## config.mk

```make
export PLATFORM = sky130hd
export DESIGN_NAME = lp_proc_flat
export DESIGN_NICKNAME = d
export VERILOG_FILES = /design/src/rtl/phold_pkg.sv /design/src/rtl/lp_proc_if.sv /design/src/rtl/lp_delay_cnt.sv /design/src/rtl/lp_proc.sv /design/src/flat_wrapper.sv
export SDC_FILE = /design/constraint.sdc
export NUM_CORES = 1
export LEC_CHECK = 0
export CORE_MARGIN = 4
export CORE_UTILIZATION = 60
export CTS_BUF_LIST = sky130_fd_sc_hd__clkbuf_4
export DETAILED_ROUTE_END_ITERATION = 12
export DONT_BUFFER_PORTS = 1
export PLACE_DENSITY = 0.79
export SLEW_MARGIN = 0
export SYNTH_ARGS = -nofsm -noshare
export SYNTH_HDL_FRONTEND = slang
export SYNTH_SLANG_ARGS = --single-unit
```

## constraint.sdc

```tcl
create_clock -name clk -period 2.9 [get_ports clk]
set_clock_uncertainty 0.15 [all_clocks]
set_input_delay 0.725 -clock clk [delete_from_list [all_inputs] [get_ports clk]]
set_output_delay 0.725 -clock clk [all_outputs]
set_load 0.03 [all_outputs]
```

## src/rtl/phold_pkg.sv

```systemverilog
// Shared types and widths for the PHOLD logical-process core.
package phold_pkg;

  localparam int TIME_W = 16;  // event timestamp width
  localparam int LP_W   = 3;   // logical-process id width
  localparam int RND_W  = 8;   // shared PRNG width
  localparam int GVT_W  = 14;  // global virtual time width
  localparam int CNT_W  = 2;   // processing-delay counter width

  typedef enum logic [1:0] {
    ST_IDLE = 2'd0,
    ST_PROC = 2'd1,
    ST_SEND = 2'd2
  } state_e;

  // Timestamp for the generated event: base + random offset + increment,
  // clamped to the largest representable time instead of wrapping.
  function automatic logic [TIME_W-1:0] sat_time(input logic [TIME_W-1:0] base,
                                                 input logic [RND_W-1:0]  rnd,
                                                 input logic [TIME_W-1:0] inc);
    logic [TIME_W+1:0] sum;
    sum = {2'b00, base} + {{(TIME_W + 2 - RND_W){1'b0}}, rnd} + {2'b00, inc};
    return (sum[TIME_W+1:TIME_W] != 2'b00) ? {TIME_W{1'b1}} : sum[TIME_W-1:0];
  endfunction

endpackage

```

## src/rtl/lp_proc_if.sv

```systemverilog
// Dispatcher <-> logical-process event bus. The core is the slave side.
interface lp_proc_if;
  import phold_pkg::*;

  logic              event_valid;
  logic [LP_W-1:0]   event_id;
  logic [TIME_W-1:0] event_time;
  logic [GVT_W-1:0]  global_time;
  logic [RND_W-1:0]  random_in;
  logic [TIME_W-1:0] new_event_time;
  logic [LP_W-1:0]   new_event_target;
  logic              new_event_ready;
  logic              ack;
  logic              ready;

  modport slave (
    input  event_valid, event_id, event_time, global_time, random_in, ack,
    output new_event_time, new_event_target, new_event_ready, ready
  );

  modport master (
    output event_valid, event_id, event_time, global_time, random_in, ack,
    input  new_event_time, new_event_target, new_event_ready, ready
  );
endinterface

```

## src/rtl/lp_delay_cnt.sv

```systemverilog
// 2-bit processing-delay counter: load, decrement toward zero, zero flag.
module lp_delay_cnt
  import phold_pkg::*;
(
  input  logic             clk,
  input  logic             rst_n,
  input  logic             load_i,
  input  logic [CNT_W-1:0] load_val_i,
  input  logic             dec_i,
  output logic             zero_o
);

  logic [CNT_W-1:0] cnt_q, cnt_d;

  // Next count: load has priority, decrement stops at zero.
  always_comb begin
    // NOTE: default assignment first so no path leaves cnt_d unassigned (no latch).
    cnt_d = cnt_q;
    if (load_i) begin
      cnt_d = load_val_i;
    end else if (dec_i && (cnt_q != '0)) begin
      cnt_d = cnt_q - 1'b1;
    end
  end

  // Counter register.
  always_ff @(posedge clk or negedge rst_n) begin
    // NOTE: non-blocking assignments for state so every flop samples pre-edge values.
    if (!rst_n) cnt_q <= '0;
    else        cnt_q <= cnt_d;
  end

  assign zero_o = (cnt_q == '0);

endmodule

```

## src/rtl/lp_proc.sv

```systemverilog
// PHOLD logical-process core: accept an event, wait a random 1..4 cycles,
// then offer one generated event until the dispatcher acknowledges it.
// Build option: define LP_LOOKAHEAD_EN to use LOOKAHEAD as the minimum
// timestamp increment; otherwise the increment is 1.
module lp_proc
  import phold_pkg::*;
#(
  parameter int LOOKAHEAD = 8
) (
  input  logic       clk,
  input  logic       rst_n,
  lp_proc_if.slave   bus
);

  if (LOOKAHEAD < 1 || LOOKAHEAD > 65535) begin : g_bad_lookahead
    $error("lp_proc: LOOKAHEAD must be in 1..65535");
  end

`ifdef LP_LOOKAHEAD_EN
  localparam logic [TIME_W-1:0] INC = TIME_W'(LOOKAHEAD);
`else
  localparam logic [TIME_W-1:0] INC = 16'd1;
`endif

  state_e            state_q, state_d;
  logic [LP_W-1:0]   ev_id_q, ev_id_d;
  logic [TIME_W-1:0] ev_time_q, ev_time_d;
  logic [TIME_W-1:0] new_time_q, new_time_d;
  logic [LP_W-1:0]   new_tgt_q, new_tgt_d;
  logic              accept, cnt_zero, proc_done;

  assign accept    = (state_q == ST_IDLE) && bus.event_valid;
  assign proc_done = (state_q == ST_PROC) && cnt_zero;

  lp_delay_cnt u_delay_cnt (
    .clk        (clk),
    .rst_n      (rst_n),
    .load_i     (accept),
    .load_val_i (bus.random_in[CNT_W-1:0]),
    .dec_i      (state_q == ST_PROC),
    .zero_o     (cnt_zero)
  );

  // State register.
  always_ff @(posedge clk or negedge rst_n) begin
    if (!rst_n) state_q <= ST_IDLE;
    else        state_q <= state_d;
  end

  // Next-state logic; event_valid only matters in IDLE, ack only in SEND.
  always_comb begin
    state_d = state_q;
    unique case (state_q)
      ST_IDLE: if (bus.event_valid) state_d = ST_PROC;
      ST_PROC: if (cnt_zero)        state_d = ST_SEND;
      ST_SEND: if (bus.ack)         state_d = ST_IDLE;
      default:                      state_d = ST_IDLE;
    endcase
  end

  // Moore outputs decoded from the current state.
  always_comb begin
    bus.ready           = 1'b0;
    bus.new_event_ready = 1'b0;
    unique case (state_q)
      ST_IDLE: bus.ready           = 1'b1;
      ST_SEND: bus.new_event_ready = 1'b1;
      default: ;
    endcase
  end

  // Datapath next values: latch on accept, compute the new event on PROC exit.
  always_comb begin
    ev_id_d    = ev_id_q;
    ev_time_d  = ev_time_q;
    new_time_d = new_time_q;
    new_tgt_d  = new_tgt_q;
    if (accept) begin
      ev_id_d   = bus.event_id;
      ev_time_d = bus.event_time;
    end
    if (proc_done) begin
      new_time_d = sat_time(ev_time_q, bus.random_in, INC);
      new_tgt_d  = bus.random_in[RND_W-1 -: LP_W] ^ ev_id_q;
    end
  end

  // Datapath registers; cleared on reset so the outputs read 0 afterwards.
  always_ff @(posedge clk or negedge rst_n) begin
    if (!rst_n) begin
      ev_id_q    <= '0;
      ev_time_q  <= '0;
      new_time_q <= '0;
      new_tgt_q  <= '0;
    end else begin
      ev_id_q    <= ev_id_d;
      ev_time_q  <= ev_time_d;
      new_time_q <= new_time_d;
      new_tgt_q  <= new_tgt_d;
    end
  end

  assign bus.new_event_time   = new_time_q;
  assign bus.new_event_target = new_tgt_q;

endmodule

```

## src/flat_wrapper.sv

```systemverilog
// flat-port wrapper written by rule: the top's interface ports become plain ports
module lp_proc_flat import phold_pkg::*;
#(
  parameter int LOOKAHEAD = 8
)
  (clk, rst_n, bus_event_valid, bus_event_id, bus_event_time, bus_global_time, bus_random_in, bus_ack, bus_new_event_time, bus_new_event_target, bus_new_event_ready, bus_ready);
  lp_proc_if bus_i ();
  input  logic clk;
  input  logic rst_n;
  input wire logic [$bits(bus_i.event_valid)-1:0] bus_event_valid;
  input wire logic [$bits(bus_i.event_id)-1:0] bus_event_id;
  input wire logic [$bits(bus_i.event_time)-1:0] bus_event_time;
  input wire logic [$bits(bus_i.global_time)-1:0] bus_global_time;
  input wire logic [$bits(bus_i.random_in)-1:0] bus_random_in;
  input wire logic [$bits(bus_i.ack)-1:0] bus_ack;
  output wire logic [$bits(bus_i.new_event_time)-1:0] bus_new_event_time;
  output wire logic [$bits(bus_i.new_event_target)-1:0] bus_new_event_target;
  output wire logic [$bits(bus_i.new_event_ready)-1:0] bus_new_event_ready;
  output wire logic [$bits(bus_i.ready)-1:0] bus_ready;
  assign bus_i.event_valid = bus_event_valid;
  assign bus_i.event_id = bus_event_id;
  assign bus_i.event_time = bus_event_time;
  assign bus_i.global_time = bus_global_time;
  assign bus_i.random_in = bus_random_in;
  assign bus_i.ack = bus_ack;
  assign bus_new_event_time = bus_i.new_event_time;
  assign bus_new_event_target = bus_i.new_event_target;
  assign bus_new_event_ready = bus_i.new_event_ready;
  assign bus_ready = bus_i.ready;
  lp_proc #(.LOOKAHEAD(LOOKAHEAD)) u_core (.clk(clk), .rst_n(rst_n), .bus(bus_i));
endmodule
```

==> flow_summary.ini <==
[sta]
fmax_mhz = 337.3
post-route-period-util_pct = 102.2
tns_ns = -0.1140
hold_violations = 0
fin_crit_ns = 2.965
rsz0062_at_grt = true
slew_viol_final = 0
setup_viol = 4
worst_pin_slew_ns = 0.5380
worst_slack_ns = -0.06494
relSlewSlack_pct = 64.00

[routing]
vias = 2116
firstDrtPassIters = 4
routedWlPerCell_um = 15.11
via_per_inst = 5.613
ant_nets = 0
drt_iter0_drc = 56
totalWireLength_um = 5697
drc = 0

[synthesis]
synth_cell_types = 56
synth.largest_area_cell = dfrtp_1
synth.avg_cell_area_sq_um = 9.982
synth.yosys.seq_area_share_pct = 39.14
synth_top_family_by_area = simple AND/OR/NAND/NOR gates
synthArstFlopShare_pct = 100.0
synth_xor_area_share_pct = 11.23
synthAdderAreaFrac_pct = 5.405
synthMuxAreaShare_pct = 7.549
synth-compound-area-share_pct = 15.98
synth-warning-count = 0
synth_ff_type = dfrtp_1
syn_area_sq_um = 2685
synth_edf_count = 0
yosys.area.top_type_share_pct = 39.14
synthSimpleGateAreaFrac_pct = 17.15
synth_nets = 325
synth_seq_cells = 42
syn_inst = 269
synthTopCellsByArea = dfrtp_1 39%, mux2_2 7.1%, xnor2_1 5.2%

[clocking]
clk_pin_slew_worst_paths_ns = 0.13
cts_tree = yes
cts-buffers-inserted = 5
htree_levels = 2
cts_max_path_buffers = 2
clock-sinks = 42
clockRootBuffer = clkbuf_4
clk_latency_ns = 0.37

[global_routing]
antenna_found_initial = 0
grt_first_pass_wirelength_um = 9473
grt_start_max_net_pins = 43
grt_overflow = 0
groute.usage.overall_pct = 21.88
grt_pass1_vias = 2104

[finish]
final_cells = 377
final_nets = 380
antenna_cells = 0
drive_gt1_share_pct = 41.23
areaGrowthSynthToFinish_pct = 25.44
utilization_pct = 77.36

[worst_setup_path]
crit_path_start_kind = register
worstPathArrival_ns = 3.11
path_class = register to register
end_kind = register
cp.required_ns = 3.04
crit_fanout = 5

[pwr]
p_total_mw = 4.619
power_density_nw_per_um2 = 1371
leakagePower_nw = 1.423
max-vdd-ir-drop_v = 0.0006551

[floorplan]
fp.dieW_um = 74.90
fp.dieH_um = 74.90
core-area_sq_um = 4354
dieArea_sq_um = 5609
rows = 24
ios = 66
start_util_pct = 61.67

[placed_design]
dpl.hpwl_um = 4414
placed_cells = 366
io_buffers = 0
globalplace.congestion = 0.8565
post-place-ws_ns = -0.4203

[flow_run]
max_cap_violations = 0

[worst_hold_path]
worstHoldPathType = primary input to async pin

[status]
violations = setup timing
outcome = complete, but fails checks
worst max-delay path, cell delays in order (launching register included):
cell and delay (ns):
dfrtp_1 0.41, ha_4 0.14, inv_2 0.03, fa_2 0.33
nand2b_4 0.17, a211oi_4 0.35, o21a_4 0.18, xnor2_2 0.09
nor4_2 0.34, and4bb_1 0.26, mux2_4 0.30, a31oi_1 0.13
routing by layer:
layer	share of wire [%]	global-route usage, %	vias to the layer above
met5	0	0	-
met4	1.4	6.522	0
met3	5.7	5.874	6
met2	48	35.98	54
met1	44	28.25	999
li1	-	-	1057
cell usage after synthesis (3+ instances only):
cell type  instances
inv_1             10
nand2b_1           4
nor3_1             6
nor2_1            29
nand4_1            3
o21ai_0           10
nand3_1            5
nand2_1           18
clkbuf_1           4
ha_1              10
xnor2_1           16
xor2_1            11
dfrtp_1           42
mux2_2            17
a21oi_1           27
xor2_2             3
layout by cell type, fill, tap and decap left out, types with 3 or more instances in the layout:
master / synthesis / final
nor2_2: 1 / 4
nand2_1: 18 / 18
inv_1: 10 / 9
nor2_1: 29 / 26
nand2b_1: 4 / 3
mux2_2: 17 / 17
nand3_1: 5 / 4
xnor2_1: 16 / 15
clkbuf_4: 0 / 5
ha_1: 10 / 9
dfrtp_1: 42 / 42
nor3_1: 6 / 4
xor2_2: 3 / 3
xor2_1: 11 / 11
buf_4: 1 / 54
nand3_2: 2 / 3
a21oi_1: 27 / 15
nand4_1: 3 / 3
a21oi_2: 2 / 14
o21ai_0: 10 / 9
metrics by stage:
step | hold WS [ns] | area [sq um]
after floorplan | 0.2794 | 2796
after global placement | 0.2808 | 3206
after detailed placement | 0.2806 | 3206
after CTS | 0.02733 | 3319
after global routing | 0.02778 | 3368
final | 0.02000 | 3368
power by group:
group | internal, mW | switching, mW | total (mW)
Sequential | 0.872 | 0.510 | 1.38
Combinational | 1.45 | 1.41 | 2.86
Clock | 0.179 | 0.194 | 0.373
Total | 2.50 | 2.12 | 4.62
final cells by class:
class,count,area (sq um)
Inverter,10,37.54
Fill cell,291,985.9
Timing Repair Buffer,56,436.7
Sequential cell,42,1051
Multi-Input combinational cell,209,1700
Clock inverter,3,40.04
Clock buffer,5,37.54
Tap cell,52,65.06
worst paths after layout:
path                       depth (start not counted)                            start  slack, ns                                   endpoint
max                                               11  u_core.ev_time_q[0]$_DFFE_PN0P_      -0.06  u_core.bus.new_event_time[14]$_DFFE_PN0P_
min                                                1                            rst_n       0.02    u_core.u_delay_cnt.cnt_q[0]$_DFFE_PN0P_
max reg2reg                                       11  u_core.ev_time_q[0]$_DFFE_PN0P_      -0.06  u_core.bus.new_event_time[14]$_DFFE_PN0P_
min reg2reg                                        1  u_core.ev_time_q[2]$_DFFE_PN0P_       0.38            u_core.ev_time_q[2]$_DFFE_PN0P_
max in group asynchronous                          1                            rst_n       2.35           u_core.ev_time_q[12]$_DFFE_PN0P_
min in group clk                                   1                          bus_ack       0.30              u_core.state_q[1]$_DFFE_PN0P_
registers in the layout (all words and copies together), names as in the netlist:
signal / count
u_core.bus.new_event_target: 3
u_core.u_delay_cnt.cnt_q: 2
u_core.bus.new_event_time: 16
u_core.ev_time_q: 16
u_core.state_q: 2
u_core.ev_id_q: 3
kinds of logic (layout without fill, tap and decap cells):
| family | count (synthesis) | in the layout |
|---|---|---|
| simple gates | 87 | 87 |
| compound gates | 61 | 62 |
| flops | 42 | 42 |
| xor+xnor | 31 | 31 |
| buf+inv | 19 | 74 |
| mux | 18 | 18 |
| fa+ha+maj | 11 | 11 |
what timing repair did:
action                     CTS  global route
setup endpoints to repair    5            16
hold buffers                 1             0
resized for setup            3             8
gates cloned                 0             1
pin swaps                    4             2
setup buffers                0             1
hold endpoints to repair    42             0
Power figures use the tool's default switching activity.
